`src/rtl/icache_miss_ctrl.sv`:
```
// Instruction-cache miss handler: stalls fetch on a lookup miss, requests the
// whole line from memory, assembles the returned beats, writes the line into
// the cache and replays the critical word to fetch.
module icache_miss_ctrl #(
   parameter int ADDR_W     = 32,
   parameter int DATA_W     = 32,
   parameter int LINE_WORDS = 4
) (
   input  logic                         CLK,
   input  logic                         RESET,
   input  logic                         req_valid_i,
   input  logic [ADDR_W-1:0]            req_addr_i,
   input  logic                         hit_i,
   input  logic [DATA_W-1:0]            hit_data_i,
   output logic                         resp_valid,
   output logic [DATA_W-1:0]            resp_data,
   output logic                         stall,
   output logic                         mem_req_valid,
   output logic [ADDR_W-1:0]            mem_req_addr,
   input  logic                         mem_req_ready,
   input  logic                         mem_rdata_valid,
   input  logic [DATA_W-1:0]            mem_rdata,
   output logic                         fill_valid,
   output logic [ADDR_W-1:0]            fill_addr,
   output logic [LINE_WORDS*DATA_W-1:0] fill_line,
   output logic                         busy
);

   localparam int OFF_W = $clog2(LINE_WORDS);
   localparam int LSB   = OFF_W + 2;

   typedef enum logic [2:0] {
      IDLE,
      REQ,
      FILL,
      WRITE,
      REPLAY
   } state_t;

   state_t                         state;
   logic [ADDR_W-1:0]              miss_addr;
   logic [OFF_W-1:0]               beat_cnt;
   logic [LINE_WORDS*DATA_W-1:0]   line_buf;
   logic [ADDR_W-1:0]              line_addr;
   logic [OFF_W-1:0]               replay_off;
   logic                           last_beat;

   assign line_addr  = {miss_addr[ADDR_W-1:LSB], {LSB{1'b0}}};
   assign replay_off = miss_addr[LSB-1:2];
   assign last_beat  = (beat_cnt == OFF_W'(LINE_WORDS - 1));

   // Refill sequencer: capture the miss, handshake the request, collect beats.
   always_ff @(posedge CLK) begin
      if (RESET) begin
         state     <= IDLE;
         miss_addr <= '0;
         beat_cnt  <= '0;
         // NOTE: the line buffer is a plain register bank that drives fill_line,
         // so it is cleared on reset like any other state rather than left as
         // an unreset memory.
         line_buf  <= '0;
      end else begin
         // NOTE: non-blocking assignments keep every register updating from the
         // values of the previous cycle, independent of statement order.
         case (state)
            IDLE: begin
               if (req_valid_i && !hit_i) begin
                  miss_addr <= req_addr_i;
                  state     <= REQ;
               end
            end
            REQ: begin
               if (mem_req_ready) begin
                  beat_cnt <= '0;
                  state    <= FILL;
               end
            end
            FILL: begin
               if (mem_rdata_valid) begin
                  line_buf[int'(beat_cnt)*DATA_W +: DATA_W] <= mem_rdata;
                  beat_cnt <= beat_cnt + OFF_W'(1);
                  if (last_beat) state <= WRITE;
               end
            end
            WRITE:   state <= REPLAY;
            REPLAY:  state <= IDLE;
            default: state <= IDLE;
         endcase
      end
   end

   // Output decode from the registered state; hit/miss response in IDLE is same-cycle.
   always_comb begin
      // NOTE: every output gets a default first so no path through the case
      // leaves one unassigned and infers a latch.
      resp_valid    = 1'b0;
      resp_data     = '0;
      stall         = 1'b0;
      mem_req_valid = 1'b0;
      mem_req_addr  = '0;
      fill_valid    = 1'b0;
      fill_addr     = '0;
      fill_line     = '0;
      busy          = (state != IDLE);
      case (state)
         IDLE: begin
            if (req_valid_i) begin
               if (hit_i) begin
                  resp_valid = 1'b1;
                  resp_data  = hit_data_i;
               end else begin
                  stall = 1'b1;
               end
            end
         end
         REQ: begin
            mem_req_valid = 1'b1;
            mem_req_addr  = line_addr;
            stall         = 1'b1;
         end
         FILL: stall = 1'b1;
         WRITE: begin
            stall      = 1'b1;
            fill_valid = 1'b1;
            fill_addr  = line_addr;
            fill_line  = line_buf;
         end
         REPLAY: begin
            resp_valid = 1'b1;
            resp_data  = line_buf[int'(replay_off)*DATA_W +: DATA_W];
         end
         default: ;
      endcase
   end

endmodule

```
`config.mk`:
```
export PLATFORM = sky130hd
export DESIGN_NAME = icache_miss_ctrl
export DESIGN_NICKNAME = d
export VERILOG_FILES = /design/src/rtl/icache_miss_ctrl.sv
export SDC_FILE = /design/constraint.sdc
export NUM_CORES = 1
export LEC_CHECK = 0
export CAP_MARGIN = 10
export CORE_ASPECT_RATIO = 0.5
export CORE_MARGIN = 5
export CORE_UTILIZATION = 45
export DETAILED_ROUTE_END_ITERATION = 8
export HOLD_SLACK_MARGIN = 0.02
export PLACE_DENSITY = 0.84
export SETUP_SLACK_MARGIN = 0.02
export SKIP_LAST_GASP = 1
export SLEW_MARGIN = 20
export SYNTH_ARGS = -nofsm -noshare
export SYNTH_HDL_FRONTEND = slang
export SYNTH_SLANG_ARGS = --single-unit
```
`constraint.sdc`:
```
create_clock -name CLK -period 5.3 [get_ports CLK]
set_clock_uncertainty 0.1 [all_clocks]
set_input_delay 0.795 -clock CLK [delete_from_list [all_inputs] [get_ports CLK]]
set_output_delay 0.795 -clock CLK [all_outputs]
set_load 0.005 [all_outputs]
```
# Yosys cells after proc, flatten, opt, wreduce, memory -nomap -nowiden
# Cells that the tools add are included.
[word_totals] register_bits=165 in_bits=102 out_inout_bits=229 elab_cells=51
[op_classes] addsub=2 eq_ne=9 shift=3 muxes=23 reduce_logical=10
[op_table] operator="128-bit bitwise mux" count=1
[op_table] operator="128-bit 2-to-1 mux" count=1
[op_table] operator="32-bit 2-to-1 mux" count=4
[op_table] operator="32-bit by 33-bit variable shift with 128-bit output, first input constant" count=1
[op_table] operator="128-bit by 8-bit indexed part select with 32-bit output" count=1
[op_table] operator="32-bit by 33-bit indexed part select with 128-bit output" count=1
[op_table] operator="32-bit case mux with 2 select lines" count=1
[op_table] operator="7-bit negator with 33-bit output" count=1
[op_table] operator="3-bit 2-to-1 mux" count=4
[op_table] operator="3-bit case mux with 4 select lines" count=1
[op_table] operator="2-bit != test, second input constant" count=4
[op_table] operator="3-bit by 2-bit equality test with 1-bit output, second input constant" count=2
[op_table] operator="1-bit 2-to-1 mux" count=6
[op_table] operator="2-bit 2-to-1 mux" count=2
[op_table] operator="1-bit case mux with 2 select lines" count=2
[op_table] operator="2-bit case mux with 2 select lines" count=1
[op_table] operator="2-bit AND reduction" count=2
[op_table] operator="4-bit AND reduction" count=1
[op_table] operator="3-bit by 1-bit equality test with 1-bit output, second input constant" count=1
[op_table] operator="3-bit equality test, second input constant" count=1
[op_table] operator="3-bit zero test" count=1
[op_table] operator="3-bit AND reduction" count=1
[op_table] operator="3-bit nonzero test" count=1
[op_table] operator="3-bit OR reduction" count=1
[op_table] operator="other kinds (5)" count=5

# Logic depth before layout (Yosys ltp)
[depth] ltp_word=4 ltp_mapped=8 depth_no_buf=5

# Worst setup path before layout
# No wires, ideal clock.
[synth_path] path_type="register to output" from="register state[2]" to="output resp_data[10]" arrival_time_ns=1.404 t_required_ns=4.405 setup_slack_ns=3.001 stages_incl_launch_ff=7 path_buffers=3 cell_sequence="dfxtp_1 buf_6 or4b_1 buf_2 buf_6 o22ai_1 a21o_1"
[synth_between] elab_chain_cells=2 word_cells_on_any_way=3 cone_classes="eq/ne (1); mux (1); reduce/logical (1)"
[synth_lines] item="start: declaration" line_no="40" source="state_t state;"
[synth_lines] item="start signal: assignment" line_no="55" source="state <= IDLE;"
[synth_lines] item="start signal: assignment" line_no="69" source="state <= REQ;"
[synth_lines] item="start signal: assignment" line_no="75" source="state <= FILL;"
[synth_lines] item="3-bit equality test or 3-bit zero test (tied branches)" line_no="105" source="case (state)"
[synth_lines] item="32-bit case mux with 2 select lines *" line_no="105"
[synth_lines] item="end: declaration" line_no="16" source="output logic [DATA_W-1:0] resp_data,"
# Mark *: on every way between the ends. The rest lies on a longest branch, timed or not.

# Worst setup path after layout
[layout_path] from="register state[1]" to="output resp_data[17]"
# Same word-level chain as after synthesis.

==> impl_metrics.env <==
export IMPL_grt_pass1_wl_um=52200
export IMPL_crit_required_ns=4.41
export IMPL_synth_ff_type="dfxtp_1"
export IMPL_ir_worst_vdd_uv=200
export IMPL_cts_sinks=163
export IMPL_ys_types=43
export IMPL_reg2reg_depth=6
export IMPL_r2r_setup_slack_ns=2.17
export IMPL_most_common_layout_cells="clkdlybuf4s50_1, nand2b_1, and2_1"
export IMPL_grt_max_degree=159
export IMPL_drc=0
export IMPL_path_clk_slew_ns=0.07
export IMPL_fin_crit_sh_pct=74.8
export IMPL_min_period_ns=3.96
export IMPL_grt_total_usage_pct=25.8
export IMPL_rows=37
export IMPL_dp_cells=1645
export IMPL_gp_congestion=0.826
export IMPL_cts_max_level=4
export IMPL_setup_ws_ns=1.34
export IMPL_final_common_cell="clkdlybuf4s50_1"
export IMPL_via_per_inst=5.65
export IMPL_syn_area_um2=9680
export IMPL_worstPathArrival_ns=3.07
export IMPL_ios=331
export IMPL_critPathMaxStageDelay_ns=0.89
export IMPL_fmax_ghz=0.252
export IMPL_clk_path_buf_depth=2
export IMPL_cts_root_buf="clkbuf_16"
export IMPL_hold_viol=0
export IMPL_first_pass_iters=5
export IMPL_hold_start="line_buf[41]"
export IMPL_antenna_found_initial=0
export IMPL_num_vias=9487
export IMPL_grt_pass1_vias=9494
export IMPL_antenna_cells=0
export IMPL_pre_cts_ws_ns=1.53
export IMPL_min_to="line_buf[41]"
export IMPL_status="complete, no violations"
export IMPL_hold_path_class="reg -> reg"
export IMPL_slowest_stage="nand4bb_2"
export IMPL_power_density_nw_per_um2=211
export IMPL_slew_viol_final=0
export IMPL_cp_end_kind="output port"
export IMPL_ys_seq_area_share_pct=33.7
export IMPL_yosys_warnings=0
export IMPL_hold_depth=2
export IMPL_setup_viol=0
export IMPL_place_hpwl_um=22300
export IMPL_fin_cells=1679
export IMPL_finalNetCount=1501
export IMPL_die_h_um=114
export IMPL_critPathLaunch="state[1]"
export IMPL_synth_seq_cells=163
export IMPL_cts_tree="yes"
export IMPL_die_width_um=217
export IMPL_wirelength_um=33400
export IMPL_clock_latency_ns=0.42
export IMPL_syn_inst=1163
export IMPL_drive_gt1_share_pct=4.69
export IMPL_cts_inserted_buffers=17
export IMPL_drtIter0Drc=750
export IMPL_drv_cap=0
export IMPL_area_delta_synth_final_pct=38.9
export IMPL_finalSetupTns_ns=0
export IMPL_initial_core_util_pct=46.5
export IMPL_post_cts_setup_buffer_count=0
export IMPL_port_buffer_count=320
export IMPL_worstMarginPinSlew_ns=1.15
export IMPL_fp_coreArea_um2=20800
export IMPL_hold_buffers=0
export IMPL_async_reset_ff_share_pct=0
export IMPL_r2r_end="line_buf[28]"
export IMPL_crit_type="reg -> out"
export IMPL_drtAntennaViolNets=0
export IMPL_relSlewSlack_pct=23.5
export IMPL_wire_per_inst_um=19.9
export IMPL_power_leakage_nw=4.67
export IMPL_rsz0062_at_grt="no"
export IMPL_fp_dieArea_um2=24700
export IMPL_avgSynthCellArea_um2=8.32
export IMPL_ctsResizeCount=0
export IMPL_start_kind="flop"
export IMPL_path_max_fanout=21
export IMPL_overflow=0
export IMPL_r2r_start="beat_cnt[0]"
export IMPL_worstPathCellList="nand4bb_2, buf_4, o22ai_1, a21o_1, clkdlybuf4s50_1"
export IMPL_synth_edf_count=0
## power by group
part	switching [mW]	total, mW	leakage [nW]	internal [mW]
combinational	0.137	0.313	3.07	0.176
sequential	0.0246	1.27	1.32	1.24
clock	0.543	1.26	0.280	0.713
total	0.705	2.84	4.67	2.13
## layer usage
layer / GRT usage, % / part of all wire (%)
met1: 33.2 / 42
met2: 43.1 / 48
met3: 5.62 / 7.4
met4: 8.92 / 2.5
met5: 0 / 0
## layout make-up
type                            instances  area (µm²)
Fill cell                            1700        7390
Inverter                                3        11.3
Tap cell                              273         342
Clock inverter                         14         153
Clock buffer                           18         439
Multi-Input combinational cell        871        5850
Sequential cell                       163        3270
Timing Repair Buffer                  337        3380
## through the flow
stage | hold slack [ns] | area (µm²) | total power, mW | utilization (%)
2_1_floorplan | 0.350 | 9710 | 1.46 | -
3_3_place_gp | 0.365 | 12800 | 1.59 | 61.4
3_5_place_dp | 0.375 | 12800 | 1.60 | 61.4
4_1_cts | 0.386 | 13400 | 2.85 | 64.2
5_1_grt | 0.401 | 13400 | 2.93 | 64.5
6_report | 0.388 | 13400 | 2.84 | 64.5
## sequential cells by signal, summed over array words and instances, names as in the netlist
name,cells
state,3
line_buf,128
beat_cnt,2
miss_addr,30
## how the worst max path moves through the flow
stage                    endpoint  slack [ns]  cells past startpoint
CTS                 resp_data[17]        1.34                      5
detailed placement  resp_data[24]        1.53                      5
finish              resp_data[17]        1.34                      5
floorplan           resp_data[10]        3.00                      6
global route        resp_data[17]        1.19                      5
global placement    resp_data[24]        1.59                      5
## critical path, delay by kind of cell, from the launching register on
family / cells / cell delay, ns
AO/OA/AOI/OAI: 2 / 0.30
buffers and inverters: 2 / 0.98
flip-flops: 1 / 0.46
AND/OR/NAND/NOR: 1 / 0.89
## cells by family (layout without fill, tap and decap cells)
group	after synthesis	count (layout)	synth area share [%]
adders and majority gates	6	6	0.775
other	1	8	0.0387
muxes	96	96	9.93
AOI/OAI and AO/OA	201	201	12.0
buffers and inverters	136	372	6.71
DFF	163	163	33.7
and+or+nand+nor	560	560	36.9
## Yosys cell counts (2+ instances only)
| cell | number | area share [%] |
|---|---|---|
| o22ai_1 | 31 | 2.0 |
| nor3b_1 | 4 | 0.31 |
| inv_1 | 3 | 0.12 |
| buf_6 | 7 | 0.81 |
| mux2i_1 | 96 | 9.9 |
| o21ai_1 | 13 | 0.67 |
| o21a_1 | 2 | 0.16 |
| nand2b_1 | 189 | 12 |
| buf_4 | 9 | 0.70 |
| nor4bb_1 | 2 | 0.21 |
| dfxtp_1 | 163 | 34 |
| clkbuf_2 | 12 | 0.62 |
| o21ai_0 | 116 | 6.0 |
| and2_1 | 188 | 12 |
| a21o_1 | 32 | 2.5 |
| and4bb_2 | 2 | 0.26 |
| buf_2 | 30 | 1.6 |
| clkbuf_1 | 73 | 2.8 |
| buf_1 | 2 | 0.078 |
| nor2b_1 | 34 | 2.2 |
| nand4_1 | 128 | 8.3 |
| ha_1 | 6 | 0.78 |
Power figures use the tool's default switching activity.
